## config.mk

```make
export PLATFORM = sky130hd
export DESIGN_NAME = cache_control
export DESIGN_NICKNAME = d
export VERILOG_FILES = /design/src/rtl/cache_control.sv
export SDC_FILE = /design/constraint.sdc
export NUM_CORES = 1
export LEC_CHECK = 0
export ABC_CLOCK_PERIOD_IN_PS = 2600
export BUFFER_PORTS_ARGS = -buffer_cell sky130_fd_sc_hd__buf_2
export CAP_MARGIN = 10
export CORE_MARGIN = 4
export CORE_UTILIZATION = 51
export CTS_CLUSTER_SIZE = 24
export DETAILED_ROUTE_END_ITERATION = 7
export PLACE_DENSITY = 0.79
export SLEW_MARGIN = 40
export SYNTH_ARGS = -nofsm -noshare
export SYNTH_HDL_FRONTEND = slang
export SYNTH_SLANG_ARGS = --single-unit
```

## constraint.sdc

```tcl
create_clock -name clk -period 2.6 [get_ports clk]
set_input_delay 0.26 -clock clk [delete_from_list [all_inputs] [get_ports clk]]
set_output_delay 0.26 -clock clk [all_outputs]
set_load 0.02 [all_outputs]
```

## src/rtl/cache_control.sv

```systemverilog
// Control FSM for the 2-way write-back, write-allocate L1 cache.
// Drives datapath enables and the pmem writeback/fill handshake.
module cache_control #(
  parameter int CNT_WIDTH = 16
) (
  input  logic                 clk,
  input  logic                 rst_n,
  input  logic                 mem_read,
  input  logic                 mem_write,
  output logic                 mem_resp,
  output logic                 pmem_read,
  output logic                 pmem_write,
  input  logic                 pmem_resp,
  input  logic                 ishit_w1,
  input  logic                 ishit_w2,
  input  logic                 isdirty_w1,
  input  logic                 isdirty_w2,
  input  logic                 lru_out,
  output logic                 load_dirty_w1,
  output logic                 load_dirty_w2,
  output logic                 load_valid_w1,
  output logic                 load_valid_w2,
  output logic                 load_tag_w1,
  output logic                 load_tag_w2,
  output logic                 load_datastore_w1,
  output logic                 load_datastore_w2,
  output logic                 load_lru,
  output logic                 datastore_in_mux_sel,
  output logic [1:0]           pmem_address_mux_sel,
  output logic [CNT_WIDTH-1:0] hit_count,
  output logic [CNT_WIDTH-1:0] miss_count,
  output logic [CNT_WIDTH-1:0] wb_count
);

  typedef enum logic [1:0] {
    CHECK     = 2'd0,
    WRITEBACK = 2'd1,
    ALLOCATE  = 2'd2
  } state_t;

  state_t state_q, state_d;
  logic   victim_q;
  logic   miss_pending_q;
  logic   req, hit, vic_dirty;
  logic   hit_ev, miss_ev, wb_ev;

  assign req       = mem_read | mem_write;
  assign hit       = ishit_w1 | ishit_w2;
  assign vic_dirty = lru_out ? isdirty_w2 : isdirty_w1;

  always_comb begin
    state_d              = state_q;
    mem_resp             = 1'b0;
    pmem_read            = 1'b0;
    pmem_write           = 1'b0;
    load_dirty_w1        = 1'b0;
    load_dirty_w2        = 1'b0;
    load_valid_w1        = 1'b0;
    load_valid_w2        = 1'b0;
    load_tag_w1          = 1'b0;
    load_tag_w2          = 1'b0;
    load_datastore_w1    = 1'b0;
    load_datastore_w2    = 1'b0;
    load_lru             = 1'b0;
    datastore_in_mux_sel = 1'b0;
    pmem_address_mux_sel = 2'b10;
    hit_ev               = 1'b0;
    miss_ev              = 1'b0;
    wb_ev                = 1'b0;
    // Outputs are forced idle while reset is held, even with a request.
    if (rst_n) begin
      unique case (state_q)
        CHECK: begin
          if (req && hit) begin
            mem_resp = 1'b1;
            hit_ev   = 1'b1;
            load_lru = (lru_out == ishit_w2);
            if (mem_write) begin
              load_datastore_w1 = ~ishit_w2;
              load_dirty_w1     = ~ishit_w2;
              load_datastore_w2 = ishit_w2;
              load_dirty_w2     = ishit_w2;
            end
          end else if (req) begin
            miss_ev = 1'b1;
            state_d = vic_dirty ? WRITEBACK : ALLOCATE;
          end
        end
        WRITEBACK: begin
          pmem_write           = 1'b1;
          pmem_address_mux_sel = {1'b0, victim_q};
          if (pmem_resp) begin
            wb_ev   = 1'b1;
            state_d = ALLOCATE;
          end
        end
        ALLOCATE: begin
          pmem_read = 1'b1;
          if (pmem_resp) begin
            datastore_in_mux_sel = 1'b1;
            load_datastore_w1    = ~victim_q;
            load_tag_w1          = ~victim_q;
            load_valid_w1        = ~victim_q;
            load_datastore_w2    = victim_q;
            load_tag_w2          = victim_q;
            load_valid_w2        = victim_q;
            state_d              = CHECK;
          end
        end
        default: state_d = CHECK;
      endcase
    end
  end

  always_ff @(posedge clk or negedge rst_n) begin
    if (!rst_n) begin
      state_q        <= CHECK;
      victim_q       <= 1'b0;
      miss_pending_q <= 1'b0;
      hit_count      <= '0;
      miss_count     <= '0;
      wb_count       <= '0;
    end else begin
      state_q <= state_d;
      if (miss_ev) begin
        victim_q       <= lru_out;
        miss_pending_q <= 1'b1;
        miss_count     <= miss_count + CNT_WIDTH'(1);
      end
      // The hit that completes a fill is not a new hit.
      if (hit_ev) begin
        miss_pending_q <= 1'b0;
        if (!miss_pending_q)
          hit_count <= hit_count + CNT_WIDTH'(1);
      end
      if (wb_ev)
        wb_count <= wb_count + CNT_WIDTH'(1);
    end
  end

endmodule

```

Word-level counts from Yosys, hierarchy flattened --
Index checks and enable logic that the tools add are counted.
Word-level totals: register bits 52, output and inout port bits 63, word-level logic and storage cells 74
Cells by class: add/subtract/negate cells 3, eq/ne operators 7, multiplexer cells 48, bitwise logic cells 5, reductions and logical operators 5
Operator list (number):
- $add A16 B1 Y16 const B | 3
- $mux W1 | 38
- $mux W2 | 7
- $ne A2 B2 Y1 const B | 4
- $pmux W2 S3 | 1
- $reduce_and A5 Y1 | 1
- $pmux W1 S2 | 2
- $not A1 Y1 | 3
- $eq A2 B1 Y1 const B | 1
- $eq A2 B2 Y1 const B | 1
- $logic_not A2 Y1 | 1
- $or A1 B1 Y1 | 2
- $reduce_and A2 Y1 | 1
- $reduce_bool A2 Y1 | 1
- $eq A1 B1 Y1 | 1
- $logic_and A1 B1 Y1 | 1

Longest topological paths before layout --
Gate-level depths: netlist of the first run.
depth after elaboration 7, mapped depth 6

Worst setup path after synthesis of the first run --
Ideal clock, no wire load.
path kind register to output, start point register state_q[0], end point output load_datastore_w1, data arrival time 2.135 ns, required time 2.340 ns, setup slack 0.205 ns, stages on the path, launching flop included 5, buffers on the path 1, path through dfrtp_1 -> or3b_1 -> buf_6 -> nor4b_1 -> o21bai_1
On the way: cells in the longest elaborated chain, start to end 3
Ends and longest elaborated chain:
- from (decl) | RTL line 41 | state_t state_q, state_d;
- from (signal assigned) | RTL line 124 | state_q <= state_d;
- $eq A2 B2 Y1 or $logic_not A2 Y1 (tied branches) | RTL line 72 | unique case (state_q)
- $pmux W1 S2 (*) | RTL line 72
- $mux W1 (*) | RTL line 71 | if (rst_n) begin
- to (decl) | RTL line 25 | output logic load_datastore_w1,
Mark *: on every way between the ends. The rest lies on a longest branch, timed or not.

Final worst setup path of the first run --
Same ends and word-level chain as after synthesis.

==> flow_summary.yaml, run 1 <==
status:
  status: "finished, final reports clean"
worst_setup_path:
  cp.required_ns: 2.34
  regToRegEndpoint: "victim_q$_DFFE_PN0P_"
  critPathMaxFanout: 9
  end_kind: "output port"
  criticalPathCategory: "flop to output port"
  worstReg2RegStart: "state_q[0]$_DFFE_PN0P_"
  critPathArrivalTime_ns: 2.11
  ff2ff_setup_slack_ns: 0.32
  critPathLaunchType: "flop"
  critPathLaunch: "state_q[0]$_DFFE_PN0P_"
  r2r_cells: 3
worst_hold_path:
  min_path_type: "input pin to asynchronous set/reset pin"
grt:
  grt_pass1_wl_um: 8490
  grt_antenna_before_repair: 0
  gr-usage-all-layers_pct: 17.1
  overflow: 0
  first_global_vias: 1853
  grt_max_degree: 59
drt:
  dr.pass1.iters: 4
  post-route-drc-count: 0
  num_vias: 1886
  ant_nets: 0
  drtIter0Drc: 73
  vias_per_cell: 5.18
  routedWlPerCell_um: 13.9
  totalWireLength_um: 5060
pwr:
  p_per_area_mw_per_mm2: 678
  leakage_uw: 0.00155
  ir_drop_mv: 0.401
final_layout:
  fillers: 389
  syn2layout_area_growth_pct: 20.3
  drive_gt1_share_pct: 30.3
  multiInputGateArea_mm2: 0.00114
  diodes: 0
  final_cell_mix: "72 x buf_2, 52 x dfrtp_1, 35 x xnor2_1"
  final_net_count: 309
  final_common_cell: "buf_2"
  regArea_mm2: 0.00130
sta:
  post-route-period-util_pct: 91.1
  hold_viol: 0
  rsz0062_at_grt: "no"
  slew_headroom_pct: 46.4
  fin_ws_ns: 0.231
  min_period_ns: 2.37
  fin_tns_setup_ns: 0
  finClkSkew_ns: 0.0104
  finalSetupViolations: 0
  max_freq_mhz: 422
  worst_pin_slew_ns: 0.796
  slew_viol_final: 0
yosys:
  synth.avg_cell_area_um2: 11.3
  seq_area_frac_synth_pct: 52.0
  syn_nets: 235
  synth_cells: 222
  syn-cell-area_mm2: 0.00250
  synth.distinct_cells: 36
  synth-seq-cells: 52
  ys_warn_count: 0
placed_design:
  gp_congestion: 0.743
  preCtsSetupSlack_ns: 0.331
  hpwl_um: 3770
  port_buffers: 72
floorplan:
  core_mm2: 0.00472
  num_io_pins: 73
  initial_core_util_pct: 53.0
  die_area_mm2: 0.00609
  rows: 25
  fp.dieW_um: 78.0
  die_h_um: 78.0
flow_run:
  drv_cap: 0
clocking:
  cts_buffer_depth: 2
  numCtsBuffers: 5
  clk_latency_ns: 0.30
  cts_tree: "done"
  cts_hold_buffers: 0
  path_clk_slew_ns: 0.09
  root_buffer: "clkbuf_8"
  cts_sinks: 52
  htreeDepth: 2
[state kept, by name, indices dropped and copies added, names as in the netlist]
name and flops:
victim_q 1, wb_count 16, miss_count 16, miss_pending_q 1, hit_count 16, state_q 2
[routing by layer]
| metal | track usage [%] | vias up | share of wire [%] |
|---|---|---|---|
| li1 | - | 919 | - |
| met1 | 22.2 | 902 | 46 |
| met2 | 28.9 | 57 | 46 |
| met3 | 4.47 | 8 | 6.7 |
| met4 | 4.20 | 0 | 1.1 |
| met5 | 0 | - | 0 |
[cell usage after synthesis]
cell	count	area share, %
mux2i_1	1	0.40
buf_4	2	0.60
o211ai_1	1	0.30
nor4_4	3	2.6
clkbuf_1	2	0.30
and4_1	3	1.1
nor2b_1	1	0.25
nand2b_1	1	0.25
xor2_1	11	3.9
nor2_1	12	1.8
inv_1	5	0.75
nand4b_1	1	0.35
nor4b_1	1	0.35
nor3_1	4	0.80
or4_1	1	0.30
and4b_1	1	0.40
a32o_1	1	0.40
or2_2	1	0.25
nand4_1	18	4.5
nor4b_4	1	0.95
nor4_1	1	0.25
and3_1	10	2.5
buf_6	2	0.90
or2b_1	1	0.30
ha_1	3	1.5
or3b_1	1	0.35
nand2_1	19	2.9
a21oi_1	1	0.20
nor3_2	1	0.40
dfrtp_1	52	52
and2_1	2	0.50
nand3_1	13	2.6
xnor2_1	35	12
o21ai_0	5	1.0
o21bai_1	2	0.60
mux2_2	3	1.4
[per-stage QoR]
stage / hold slack, ns / area [um^2] / power [uW] / cells / utilization, %
global route: 0.195 / 3010 / 2170 / 364 / 63.7
floorplan: -0.0356 / 2500 / 1400 / 222 / -
detailed placement: 0.458 / 2910 / 1590 / 356 / 61.6
finish: 0.137 / 3010 / 2040 / 364 / 63.7
CTS: 0.158 / 3000 / 2060 / 364 / 63.5
global placement: 0.455 / 2910 / 1570 / 356 / 61.6
[where the power goes]
group          switching, uW  internal (uW)
Sequential               139            907
Clock                    254            217
Combinational            329            195
Total                    722           1320
[kinds of logic (layout without fill, tap and decap cells)]
family,Yosys count,in the layout,share of synthesized area [%]
and+or+nand+nor,96,96,23.6
DFF,52,52,52.0
xor gates and xnor gates,46,46,16.1
buffers and inverters,11,86,2.55
AOI/OAI and AO/OA,10,10,2.50
muxes,4,4,1.75
adders and majority gates,3,3,1.50
[how the worst max path moves through the flow]
stage                                           end  slack, ns  cells past startpoint
after floorplan                   load_datastore_w1       0.20                      4
after global placement    miss_count[1]$_DFFE_PN0P_       0.41                      3
after detailed placement       victim_q$_DFFE_PN0P_       0.33                      3
after CTS                         load_datastore_w1       0.10                      4
after global routing              load_datastore_w1       0.11                      4
final                             load_datastore_w1       0.23                      4
[critical path, cell delays in order, from the launching register on]
cell      delay [ns]
dfrtp_1         0.46
or3b_1          0.65
nor4b_2         0.36
o21bai_1        0.15
buf_2           0.19
[area by class of cell]
class | instances | share of cell area (%)
inverters | 5 | 0.624
flip-flops and latches | 52 | 43.3
well taps | 67 | 2.79
multi-input cells | 159 | 38.0
clock buffers | 7 | 2.87
repair buffers | 73 | 12.2
clock inverters | 1 | 0.250
[timing repair]
item                       in CTS  in global routing
setup endpoints to repair       0                  1
setup buffers                   0                  0
gates resized for setup         0                  1
Power figures use the tool's default switching activity.
==> run 2, diff against run 1 <==
--- a/config.mk
+++ b/config.mk
@@ -8,7 +8,7 @@
 export ABC_CLOCK_PERIOD_IN_PS = 2600
 export BUFFER_PORTS_ARGS = -buffer_cell sky130_fd_sc_hd__buf_2
 export CAP_MARGIN = 10
-export CORE_MARGIN = 4
+export CORE_MARGIN = 10
 export CORE_UTILIZATION = 51
 export CTS_CLUSTER_SIZE = 24
 export DETAILED_ROUTE_END_ITERATION = 7
==> constraint.sdc (replaced) <==
create_clock -name clk -period 2.6 [get_ports clk]
set_input_delay 0 -clock clk [delete_from_list [all_inputs] [get_ports clk]]
set_output_delay 0 -clock clk [all_outputs]
set_load 0.02 [all_outputs]
==> run 2 against run 1 <==
Die area increased by 33%. Clock-buffer cell count is 1 lower. Via count increased by 0.69%. Global-route usage down 3.2 points. Largest cell class unchanged. Highest routed layer unchanged.
==> flow_summary.yaml, run 2 (synthesized netlist as in run 1, its figures left out) <==
status:
  status: "finished, final reports clean"
floorplan:
  rows: 25
  die_area_mm2: 0.00811
  core_mm2: 0.00472
  initial_core_util_pct: 53.0
  die_h_um: 90.0
  fp.dieW_um: 90.0
  num_io_pins: 73
final_layout:
  fillers: 368
  syn2layout_area_growth_pct: 21.9
  final_net_count: 312
  drive_gt1_share_pct: 30.3
  diodes: 0
  final_common_cell: "buf_2"
  final_cell_mix: "72 x buf_2, 52 x dfrtp_1, 35 x xnor2_1"
  multiInputGateArea_mm2: 0.00114
  top_regs: "hit_count: 16 flops, miss_count: 16 flops, wb_count: 16 flops"
  regArea_mm2: 0.00130
  instances_no_fill: 367
worst_setup_path:
  crit_family: "simple AND/OR/NAND/NOR gates"
  slowest_delay_ns: 0.68
  critPathLaunchType: "flop"
  critPathMaxFanout: 12
  cp.required_ns: 2.79
  cp_num_buf_inv: 0
  criticalPathCategory: "flop to flop"
  slowest_stage: "nor4_4"
  end_kind: "flop"
  cp_cell_sequence: "or3b_1 > nor4_4 > mux2_2"
  critPathArrivalTime_ns: 2.48
sta:
  slew_viol_final: 0
  worst_pin_slew_ns: 0.698
  fin_tns_setup_ns: 0
  max_freq_mhz: 437
  fin_ws_ns: 0.312
  finalSetupViolations: 0
  rsz0062_at_grt: "no"
  slew_headroom_pct: 53.1
  finClkSkew_ns: 0.0100
  hold_viol: 0
  min_period_ns: 2.29
  post-route-period-util_pct: 88.0
grt:
  overflow: 0
  first_global_vias: 1939
  gr-usage-all-layers_pct: 13.9
  grt_pass1_wl_um: 9440
  grt_antenna_before_repair: 0
  grt_max_degree: 43
pwr:
  ir_drop_mv: 0.433
  p_per_area_mw_per_mm2: 697
  leakage_uw: 0.00157
clocking:
  path_clk_slew_ns: 0.09
  cts_sinks: 52
  cts_setup_buffers: 0
  cts_tree: "done"
  numCtsBuffers: 5
  root_buffer: "clkbuf_8"
  clk_latency_ns: 0.30
  cts-resized-gates: 0
  cts_buffer_depth: 2
  htreeDepth: 2
worst_hold_path:
  min_path_type: "input pin to flop"
placed_design:
  placedCellCount: 357
  gp_congestion: 0.860
  preCtsSetupSlack_ns: 0.326
  hpwl_um: 4280
  port_buffers: 72
flow_run:
  drv_cap: 0
drt:
  totalWireLength_um: 5670
  ant_nets: 0
  vias_per_cell: 5.17
  drtIter0Drc: 78
  dr.pass1.iters: 4
  routedWlPerCell_um: 15.5
  post-route-drc-count: 0
  num_vias: 1899
[run 2: path summary, 6_finish.rpt]
check                      slack, ns                 startpoint                   endpoint  depth (start not counted)
max                             0.31     state_q[0]$_DFFE_PN0P_  miss_count[1]$_DFFE_PN0P_                          3
min                             0.14                  pmem_resp     state_q[0]$_DFFE_PN0P_                          3
max reg2reg                     0.31     state_q[0]$_DFFE_PN0P_  miss_count[1]$_DFFE_PN0P_                          3
min reg2reg                     0.47  hit_count[15]$_DFFE_PN0P_  hit_count[15]$_DFFE_PN0P_                          1
max in group asynchronous       1.61                      rst_n  miss_count[0]$_DFFE_PN0P_                          4
min in group asynchronous       0.22                      rst_n    wb_count[9]$_DFFE_PN0P_                          3
[run 2: layout make-up]
type | count | area share [%]
Tap cell | 67 | 2.75
Sequential cell | 52 | 42.7
Timing Repair Buffer | 76 | 13.0
Clock buffer | 6 | 2.38
Clock inverter | 2 | 1.15
Multi-Input combinational cell | 159 | 37.5
Inverter | 5 | 0.616
[run 2: through the flow]
stage | hold WS [ns] | instance area [um^2] | utilization (%) | power, uW
after floorplan | -0.296 | 2500 | - | 1400
after global placement | -0.00553 | 2920 | 61.7 | 1580
after global routing | 0.162 | 3050 | 64.6 | 2240
after CTS | 0.119 | 3040 | 64.4 | 2150
final | 0.137 | 3050 | 64.6 | 2130
after detailed placement | -0.00648 | 2920 | 61.7 | 1590
[run 2: repair_timing]
| item | 4_1_cts | 5_1_grt |
|---|---|---|
| hold endpoints to repair | 11 | 0 |
| endpoints found under the setup margin | 0 | 0 |
| hold buffers | 2 | 0 |
[run 2: report_power, final]
group | internal, uW | switching [uW] | leakage [uW]
logic | 198 | 337 | 0.000818
clock network | 286 | 256 | 0.0000552
registers | 907 | 141 | 0.000700
[run 2: worst min-delay path, stage by stage]
cell	delay, ns
buf_2	0.13
o21ai_0	0.15
a32o_1	0.12
[run 2: metal layers]
metal	vias to the layer above	GRT usage, %	part of all wire [%]
met3	9	4.74	6.1
li1	929	-	-
met1	911	17.1	45
met5	-	0	0
met2	50	22.1	47
met4	0	5.31	1.9
